### config.mk
export PLATFORM = sky130hd
export DESIGN_NAME = conv_addr_fsm
export DESIGN_NICKNAME = d
export VERILOG_FILES = /design/src/rtl/conv_addr_fsm.sv
export SDC_FILE = /design/constraint.sdc
export NUM_CORES = 1
export LEC_CHECK = 0
export ABC_AREA = 1
export CAP_MARGIN = 20
export CORE_ASPECT_RATIO = 1.25
export CORE_MARGIN = 2
export CORE_UTILIZATION = 55
export CTS_CLUSTER_DIAMETER = 80
export DETAILED_ROUTE_END_ITERATION = 12
export PLACE_DENSITY = 0.76
export SLEW_MARGIN = 20
export SYNTH_ARGS = -nofsm -noshare
export SYNTH_HDL_FRONTEND = slang
export SYNTH_SLANG_ARGS = --single-unit
export TNS_END_PERCENT = 30
### constraint.sdc
create_clock -name i_CLK -period 3.65 [get_ports i_CLK]
set_input_delay 0.5475 -clock i_CLK [delete_from_list [all_inputs] [get_ports i_CLK]]
set_output_delay 0.5475 -clock i_CLK [all_outputs]
set_load 0.05 [all_outputs]
### src/rtl/conv_addr_fsm.sv
// Address and control sequencer for one 2D-convolution image-column buffer.
// Three passes share the column memories: LOAD writes host columns, PROC
// streams them through the convolver pipeline and stores the results, and
// READ walks the stored results once per convolver channel.
// All outputs are registered; next-state values come from one combinational block.

module conv_addr_fsm #(
    parameter int unsigned NB_ADDRESS = 10,
    parameter int unsigned NB_IMAGE   = 10,
    parameter int unsigned N_CONV     = 2,
    parameter int unsigned LATENCIA   = 5,
    parameter int unsigned NB_CH      = (N_CONV > 1) ? $clog2(N_CONV) : 1
) (
    input  logic                  i_CLK,
    input  logic                  i_reset,
    input  logic [NB_IMAGE-1:0]   i_imgLength,
    input  logic                  i_load,
    input  logic                  i_SoP,
    input  logic                  i_valid,
    output logic [NB_ADDRESS-1:0] o_writeAdd,
    output logic [NB_ADDRESS-1:0] o_readAdd,
    output logic                  o_wrEn,
    output logic                  o_convVld,
    output logic                  o_sopross,
    output logic                  o_changeBlock,
    output logic                  o_EoP,
    output logic [NB_CH-1:0]      o_readCh,
    output logic                  o_err,
    output logic [2:0]            o_state
);

    // Common width for length arithmetic so L-1 / L-3 never truncate.
    localparam int unsigned NB_W    = ((NB_IMAGE > NB_ADDRESS) ? NB_IMAGE : NB_ADDRESS) + 1;
    localparam int unsigned NB_CNT  = NB_ADDRESS + 1;
    localparam int unsigned NB_PEND = $clog2(N_CONV + 1);

    typedef enum logic [2:0] {
        StIdle = 3'b000,
        StLoad = 3'b001,
        StProc = 3'b010,
        StDone = 3'b011,
        StRead = 3'b100
    } state_e;

    state_e                state_q, state_d;
    logic [NB_IMAGE-1:0]   len_q, len_d;
    logic [NB_ADDRESS-1:0] wcnt_q, wcnt_d;
    logic [NB_ADDRESS-1:0] rcnt_q, rcnt_d;
    logic [NB_CNT-1:0]     c_q, c_d;
    logic [NB_PEND-1:0]    pend_q, pend_d;
    logic                  valid_prev_q, valid_prev_d;

    logic [NB_ADDRESS-1:0] write_add_q, write_add_d;
    logic [NB_ADDRESS-1:0] read_add_q, read_add_d;
    logic                  wr_en_q, wr_en_d;
    logic                  conv_vld_q, conv_vld_d;
    logic                  sopross_q, sopross_d;
    logic                  change_block_q, change_block_d;
    logic                  eop_q, eop_d;
    logic [NB_CH-1:0]      read_ch_q, read_ch_d;
    logic                  err_q, err_d;

    logic                  valid_edge;
    logic                  len_short;
    logic [NB_W-1:0]       len_m1;
    logic [NB_W-1:0]       len_m3;
    logic [NB_CNT-1:0]     c_next;
    logic                  proc_last;

    // Derived helpers shared by several states.
    always_comb begin
        valid_edge = i_valid & ~valid_prev_q;
        len_short  = (i_imgLength < NB_IMAGE'(4));
        len_m1     = NB_W'(len_q) - NB_W'(1);
        len_m3     = NB_W'(len_q) - NB_W'(3);
        // Cycle counter saturates instead of wrapping back into the address range.
        c_next     = (&c_q) ? c_q : c_q + NB_CNT'(1);
        // Current cycle carries the final PROC write.
        proc_last  = wr_en_q && (NB_W'(write_add_q) == len_m3);
    end

    // Next-state and next-output computation for the sequencer.
    always_comb begin
        state_d        = state_q;
        len_d          = len_q;
        wcnt_d         = wcnt_q;
        rcnt_d         = rcnt_q;
        c_d            = c_q;
        pend_d         = pend_q;
        valid_prev_d   = i_valid;
        write_add_d    = write_add_q;
        read_add_d     = read_add_q;
        read_ch_d      = read_ch_q;
        wr_en_d        = 1'b0;
        conv_vld_d     = 1'b0;
        sopross_d      = 1'b0;
        change_block_d = 1'b0;
        err_d          = 1'b0;

        unique case (state_q)
            StIdle: begin
                wcnt_d      = '0;
                rcnt_d      = '0;
                c_d         = '0;
                write_add_d = '0;
                read_add_d  = '0;
                if (pend_q == '0) begin
                    if (i_load && i_SoP) begin
                        err_d = 1'b1;
                    end else if (i_load || i_SoP) begin
                        if (len_short) begin
                            err_d = 1'b1;
                        end else begin
                            len_d = i_imgLength;
                            if (i_load) begin
                                state_d = StLoad;
                            end else begin
                                state_d    = StProc;
                                sopross_d  = 1'b1;
                                conv_vld_d = 1'b1;
                            end
                        end
                    end
                end else if (!i_load && !i_SoP) begin
                    // Requests while read-backs are pending are silently ignored.
                    state_d = StRead;
                end
            end

            StLoad: begin
                write_add_d = wcnt_q;
                if (valid_edge) begin
                    wr_en_d = 1'b1;
                    if (NB_W'(wcnt_q) == len_m1) begin
                        change_block_d = 1'b1;
                        wcnt_d         = '0;
                        state_d        = StIdle;
                    end else begin
                        wcnt_d = wcnt_q + NB_ADDRESS'(1);
                    end
                end
            end

            StProc: begin
                if (proc_last) begin
                    change_block_d = 1'b1;
                    pend_d         = NB_PEND'(N_CONV);
                    read_ch_d      = '0;
                    state_d        = StDone;
                end else begin
                    sopross_d  = 1'b1;
                    conv_vld_d = 1'b1;
                    c_d        = c_next;
                    // Read address follows the cycle count and parks on the last column.
                    read_add_d = (NB_W'(c_next) >= len_m1) ? len_m1[NB_ADDRESS-1:0]
                                                           : c_next[NB_ADDRESS-1:0];
                    if (c_next >= NB_CNT'(LATENCIA)) begin
                        wr_en_d     = 1'b1;
                        write_add_d = wcnt_q;
                        wcnt_d      = wcnt_q + NB_ADDRESS'(1);
                    end
                end
            end

            StDone: begin
                if (!i_SoP) begin
                    state_d = StIdle;
                end
            end

            StRead: begin
                if (valid_edge) begin
                    if (NB_W'(rcnt_q) == len_m3) begin
                        change_block_d = 1'b1;
                        pend_d         = pend_q - NB_PEND'(1);
                        read_ch_d      = read_ch_q + NB_CH'(1);
                        rcnt_d         = '0;
                        read_add_d     = '0;
                        state_d        = StIdle;
                    end else begin
                        rcnt_d     = rcnt_q + NB_ADDRESS'(1);
                        read_add_d = rcnt_q + NB_ADDRESS'(1);
                    end
                end
            end

            default: begin
                state_d = StIdle;
            end
        endcase

        eop_d = (pend_d != '0);
    end

    // State, counters and registered outputs; reset clears everything.
    always_ff @(posedge i_CLK or negedge i_reset) begin
        if (!i_reset) begin
            state_q        <= StIdle;
            len_q          <= '0;
            wcnt_q         <= '0;
            rcnt_q         <= '0;
            c_q            <= '0;
            pend_q         <= '0;
            valid_prev_q   <= 1'b0;
            write_add_q    <= '0;
            read_add_q     <= '0;
            wr_en_q        <= 1'b0;
            conv_vld_q     <= 1'b0;
            sopross_q      <= 1'b0;
            change_block_q <= 1'b0;
            eop_q          <= 1'b0;
            read_ch_q      <= '0;
            err_q          <= 1'b0;
        end else begin
            state_q        <= state_d;
            len_q          <= len_d;
            wcnt_q         <= wcnt_d;
            rcnt_q         <= rcnt_d;
            c_q            <= c_d;
            pend_q         <= pend_d;
            valid_prev_q   <= valid_prev_d;
            write_add_q    <= write_add_d;
            read_add_q     <= read_add_d;
            wr_en_q        <= wr_en_d;
            conv_vld_q     <= conv_vld_d;
            sopross_q      <= sopross_d;
            change_block_q <= change_block_d;
            eop_q          <= eop_d;
            read_ch_q      <= read_ch_d;
            err_q          <= err_d;
        end
    end

    // Output ports are direct flop outputs.
    always_comb begin
        o_writeAdd    = write_add_q;
        o_readAdd     = read_add_q;
        o_wrEn        = wr_en_q;
        o_convVld     = conv_vld_q;
        o_sopross     = sopross_q;
        o_changeBlock = change_block_q;
        o_EoP         = eop_q;
        o_readCh      = read_ch_q;
        o_err         = err_q;
        o_state       = state_q;
    end

endmodule

* Yosys cells after proc, flatten, opt, wreduce, memory -nomap -nowiden
Index checks and enable logic that the tools add are counted.
** Operators by class
- Add/subtract/negate cells :: 7
- Order comparisons :: 3
- Equality and inequality tests :: 19
- Muxes and demuxes :: 60
- Bitwise logic cells :: 4
- Reductions and logical operators :: 23
** Operators by type and width (number)
- $mux 10 :: 10
- $pmux 10 s3 :: 3
- $eq 10x11->1 :: 3
- $mux 3 :: 11
- $mux 1 :: 22
- $mux 11 :: 2
- $pmux 11 s2 :: 1
- $add 10x1->10 const B :: 2
- $pmux 10 s2 :: 1
- $ne 2x2->1 const B :: 8
- $pmux 3 s5 :: 1
- $ne 3x3->1 const B :: 4
- $add 11x1->11 const B :: 1
- $ge 11x11->1 :: 1
- $ge 11x3->1 const B :: 1
- $reduce_and 11->1 :: 1
- $sub 10x1->11 const B :: 1
- $sub 10x2->11 const B :: 1
- $lt 10x3->1 const B :: 1
- $reduce_and 10->1 :: 1
- $mux 2 :: 4
- $reduce_and 4->1 :: 2
- $reduce_bool 2->1 :: 4
- $eq 3x2->1 const B :: 2
- other kinds (18) :: 28
** Storage, ports and cells
- Flip-flop bits (word level) :: 73
- Input bits :: 15
- Word-level logic and storage cells :: 131

* Longest topological paths before layout
- Depth in word-level cells :: 6
- Depth in mapped cells :: 25
- Mapped depth without buffers :: 25

* Least setup slack after synthesis
OpenSTA, ideal clock, no wires.
- Kind :: register -> register
- Start :: reg c_q[1]
- End :: reg read_add_q[8], in the netlist o_readAdd[8]
- Arrival :: 2.538 ns
- Data required time :: 3.532 ns
- Setup slack :: 0.994 ns
- Stages on the path, launching flop included :: 26
- Buffers on the path :: 1
- Path through :: dfrtp_1 ha_1 nand3_1 nor3_2 nand2_1 nand3_1 inv_1 a21oi_2 ha_1 nand2_1 nor2_1 o21ai_0 nand3_1 nand2_1 nor2_1 nand3_1 nand2_1 nand2_1 nand2_1 nand2_1 buf_2 nand3_1 nand3_1 nand2_1 nand2_1 nand2_1
** Between the ends
- Cells in the longest elaborated chain, start to end :: 6
- Elaborated cells on any way between the ends :: 7
- Classes of those cells :: add/sub (1); order compare (1); mux (4); reduce/logical (1)
** RTL lines
- start: declaration :: RTL line 49 : logic [NB_CNT-1:0] c_q, c_d;
- start signal: assignment :: RTL line 202 : c_q <= '0;
- start signal: assignment :: RTL line 219 : c_q <= c_d;
- $add 11x1->11 / $reduce_and 11->1 (equally long branches) :: RTL line 77 : c_next = (&c_q) ? c_q : c_q + NB_CNT'(1);
- $mux 11 * :: RTL line 77
- $ge 11x11->1 :: RTL line 155 : read_add_d = (NB_W'(c_next) >= len_m1) ? len_m1[NB_ADDRESS-1:0]
- $mux 10 * :: RTL line 155
- $mux 10 * :: RTL line 145 : if (proc_last) begin
- $pmux 10 s3 * :: RTL line 100 : unique case (state_q)
- end signal: assignment :: RTL line 223 : read_add_q <= read_add_d;
- end: declaration :: RTL line 54 : logic [NB_ADDRESS-1:0] read_add_q, read_add_d;
Every way passes the cells marked *; elsewhere a longest branch is shown, timed or not. The select of a mux whose other input is x is not followed.
A chain may end at the register's enable or synchronous reset.

* Final worst setup path
- Start :: reg len_q[0]
- End :: reg state_q[0], in the netlist o_state[0]
** Between the ends
- Cells in the longest elaborated chain, start to end :: 5
- Elaborated cells on any way between the ends :: 10
- Classes of those cells :: add/sub (2); eq/ne (6); reduce/logical (2)
** RTL lines
- start: declaration :: RTL line 46 : logic [NB_IMAGE-1:0] len_q, len_d;
- start signal: assignment :: RTL line 216 : len_q <= len_d;
- $sub 10x2->11 :: RTL line 75 : len_m3 = NB_W'(len_q) - NB_W'(3);
- $eq 10x11->1 :: RTL line 79 : proc_last = wr_en_q && (NB_W'(write_add_q) == len_m3);
- $logic_and 1x1->1 :: RTL line 79
- $ne 2x2->1 (no line)
- $reduce_and 10->1 (no line) *
- end signal: assignment :: RTL line 198 : state_q <= StIdle;
- end signal: assignment :: RTL line 215 : state_q <= state_d;
- end: declaration :: RTL line 45 : state_e state_q, state_d;
Every way passes the cells marked *; elsewhere a longest branch is shown, timed or not.

==> reports/qor.txt <==
Port bufs: 44
CTS sink cnt: 73
Crit Path Category: flip-flop to flip-flop
Final worst setup slack: 0.485 ns
First-pass GRT wire length: 24.0 mm
CP max FO: 15
Post-synth top area cell: dfrtp_1
Clock buffer depth: 2
Share of cells above drive strength 1: 8.19%
Top post-synthesis cells by area: dfrtp_1, nand2_1, inv_1, nand3_1, o21ai_0
Die width: 91.1 microns
Clock Latency Late Sink: 0.35 ns
Pre-Repair DR Iteration Count: 5
Critical Path Source Type: flip-flop
GRT Util Overall: 29.6%
Diode count: 0
R2R cell count: 13
Place WS: 0.529 ns
#FFs+latches synth: 73
Drt drc: 0
Leakage: 3.07 nW
Final wirelength: 14.3 mm
Hpwl dp: 10.8 mm
Vias in the first global route: 5017
Fin. max-slew vios: 0
CP Data Arrival Time: 3.39 ns
Worst Setup End Kind: flip-flop
Starting Density: 56.9%
Global placement routability congestion: 1.01
Root Buffer: clkbuf_16
Synth-to-layout area growth: 16.8%
Post-synth cell types: 41
Total grt overflow: 0
PwrDens: 676 mW/mm^2
Routed Antenna Nets: 0
Synthesized area: 0.00522 sq mm
Hold-fix buffers at CTS: 0
R2r endpoint: o_state[0]$_DFFE_PN0P_
Setup TNS: 0 ns
CORE AREA: 0.00917 sq mm
Critical Path RT: 3.87 ns
Peak VDD IR: 416 uV
Post-Syn Nets: 790
Largest net degree at the start of global routing: 74
Synth warn: 0
CTS tree: done
Setup Skew: 0.00798 ns
H-Tree Depth: 3
Hold/Removal Path Class: input port to asynchronous set/reset pin
Initial antenna violation count: 0
Register area share after synthesis: 35.0%
Multi-input combinational cell area: 0.00292 sq mm
Num ports: 45
Final hold vios: 0
Vias per cell: 5.57
Setup repair after global routing missed its margin: no
R2R setup slack: 0.49 ns
# Max-Cap Violations: 0
Die Area: 0.0103 sq mm
Minimum clock period: 3.16 ns
Worst-Margin Slew: 0.960 ns
Final layout net count: 832
CTS resizes: 0
Wire per inst: 15.4 microns
Final setup fails: 0
Filler cells: 849
Crit share post-route: 86.7%
Post-synth top area share: 35.0%
Detailed Route Iter0 Violations: 353
Reg-to-Reg Start: len_q[0]$_DFFE_PN0P_
Headroom to the max-slew limit: 35.5%
Mapped Cells: 759
# rows: 39
Outcome: finished, final reports clean
Num CTS Buffers: 9
Reg area: 0.00183 sq mm
Via Count: 5170
Vert. Die Dim: 113 microns
Worst-path clk slew: 0.06 ns
Syn Area/Cell: 6.88 sq um
Max Freq: 316 MHz
# Post-CTS Setup Buffers: 0
## registers in the layout (all words and copies together) (netlist names)
register	cells
c_q	11
len_q	10
o_readAdd	10
o_writeAdd	10
rcnt_q	10
wcnt_q	10
o_state	3
pend_q	2
o_EoP	1
o_changeBlock	1
o_err	1
o_readCh	1
o_sopross	1
o_wrEn	1
valid_prev_q	1
## worst max-delay path: stages, from the launching register on
cell	delay [ns]
dfrtp_1	0.49
inv_2	0.17
ha_1	0.41
inv_1	0.13
o21a_1	0.11
nand3_1	0.06
nor3_1	0.21
nand2_1	0.10
nor3_2	0.18
nand3_1	0.14
nand2_1	0.53
nand2_2	0.16
o21ai_0	0.25
nand2_1	0.08
## metrics by stage
stage | hold WS (ns) | utilization [%] | std cells | area (sq um) | power (mW)
3_5_place_dp | 0.465 | 62.9 | 913 | 5770 | 3.11
6_report | 0.342 | 66.5 | 929 | 6100 | 4.12
2_1_floorplan | 0.252 | - | 759 | 5220 | 2.58
3_3_place_gp | 0.457 | 62.9 | 913 | 5770 | 3.06
4_1_cts | 0.381 | 66.5 | 929 | 6100 | 4.11
5_1_grt | 0.434 | 66.5 | 929 | 6100 | 4.40
## synthesized netlist by cell type, drive strengths merged
| cell | n |
|---|---|
| nand2 | 261 |
| inv | 99 |
| dfrtp | 73 |
| nand3 | 65 |
| o21ai | 63 |
| nor2 | 60 |
| xor2 | 30 |
| nand4 | 21 |
| ha | 16 |
| clkbuf | 11 |
| a21oi | 10 |
| buf | 10 |
| nor3 | 10 |
| xnor2 | 7 |
| nand3b | 6 |
| or2 | 5 |
| nor4 | 3 |
| o21bai | 2 |
| a21o | 1 |
| a221oi | 1 |
| and3 | 1 |
| o21a | 1 |
| o22ai | 1 |
| o31ai | 1 |
| or3 | 1 |
## cell type report
class                   count  share of cell area, %
clock buffers              10                   3.92
flip-flops and latches     73                   29.9
clock inverters             6                   1.48
multi-input cells         566                   47.9
repair buffers             52                   8.16
well taps                 123                   2.52
inverters                  99                   6.09
## worst max-delay path by stage
stage | start | end | slack, ns | cells past startpoint
3_5_place_dp | c_q[1]$_DFFE_PN0P_ | o_readAdd[6]$_DFFE_PN0P_ | 0.53 | 24
5_1_grt | c_q[1]$_DFFE_PN0P_ | o_readAdd[3]$_DFFE_PN0P_ | 0.06 | 25
6_report | len_q[0]$_DFFE_PN0P_ | o_state[0]$_DFFE_PN0P_ | 0.49 | 13
2_1_floorplan | c_q[1]$_DFFE_PN0P_ | o_readAdd[8]$_DFFE_PN0P_ | 0.99 | 25
3_3_place_gp | c_q[1]$_DFFE_PN0P_ | o_readAdd[6]$_DFFE_PN0P_ | 0.62 | 25
4_1_cts | c_q[1]$_DFFE_PN0P_ | o_readAdd[6]$_DFFE_PN0P_ | 0.50 | 24
## routing by layer
layer | wire length [microns] | vias up | GRT usage, %
li1 | - | 2500 | -
met1 | 5790 | 2473 | 35.1
met2 | 7160 | 158 | 51.8
met3 | 773 | 39 | 3.73
met4 | 582 | 0 | 17.0
met5 | 0 | - | 0
## logic make-up (layout without fill, tap and decap cells)
family	Yosys count	count (layout)	synth area share [%]
simple gates	433	433	37.1
buf+inv	120	167	9.23
compound gates	80	80	8.08
flops	73	73	35.0
xor+xnor	37	37	6.78
fa+ha+maj	16	16	3.83
## where the power goes
part,leakage (nW),switching (mW),internal (mW)
Clock,0.159,0.364,0.619
Sequential,0.985,0.158,0.913
Combinational,1.92,1.41,0.653
## cell usage in the layout, fill, tap and decap left out, types with 2 or more instances in the layout
cell             Yosys  final
xor2_2               4      4
clkbuf_16            0      9
nor2_1              50     50
nand3_1             64     64
nand4_2              2      2
inv_2                4      4
inv_1               95     95
nor3_1               7      6
or2_2                4      4
buf_4                5      9
nor2_2               6      6
a21oi_1              9      9
clkdlybuf4s50_1      0     43
nand2_1            251    250
ha_1                16     16
nor3_2               3      4
nor4_1               3      3
xnor2_1              7      7
nand2_4              3      3
xor2_1              26     26
o21ai_1             10     10
nand2_2              7      8
nand4_1             19     19
dfrtp_1             73     73
o21bai_1             2      2
bufinv_16            0      2
nand3b_1             6      6
o21ai_0             53     53
nor2_4               4      4
Power figures use the tool's default switching activity.
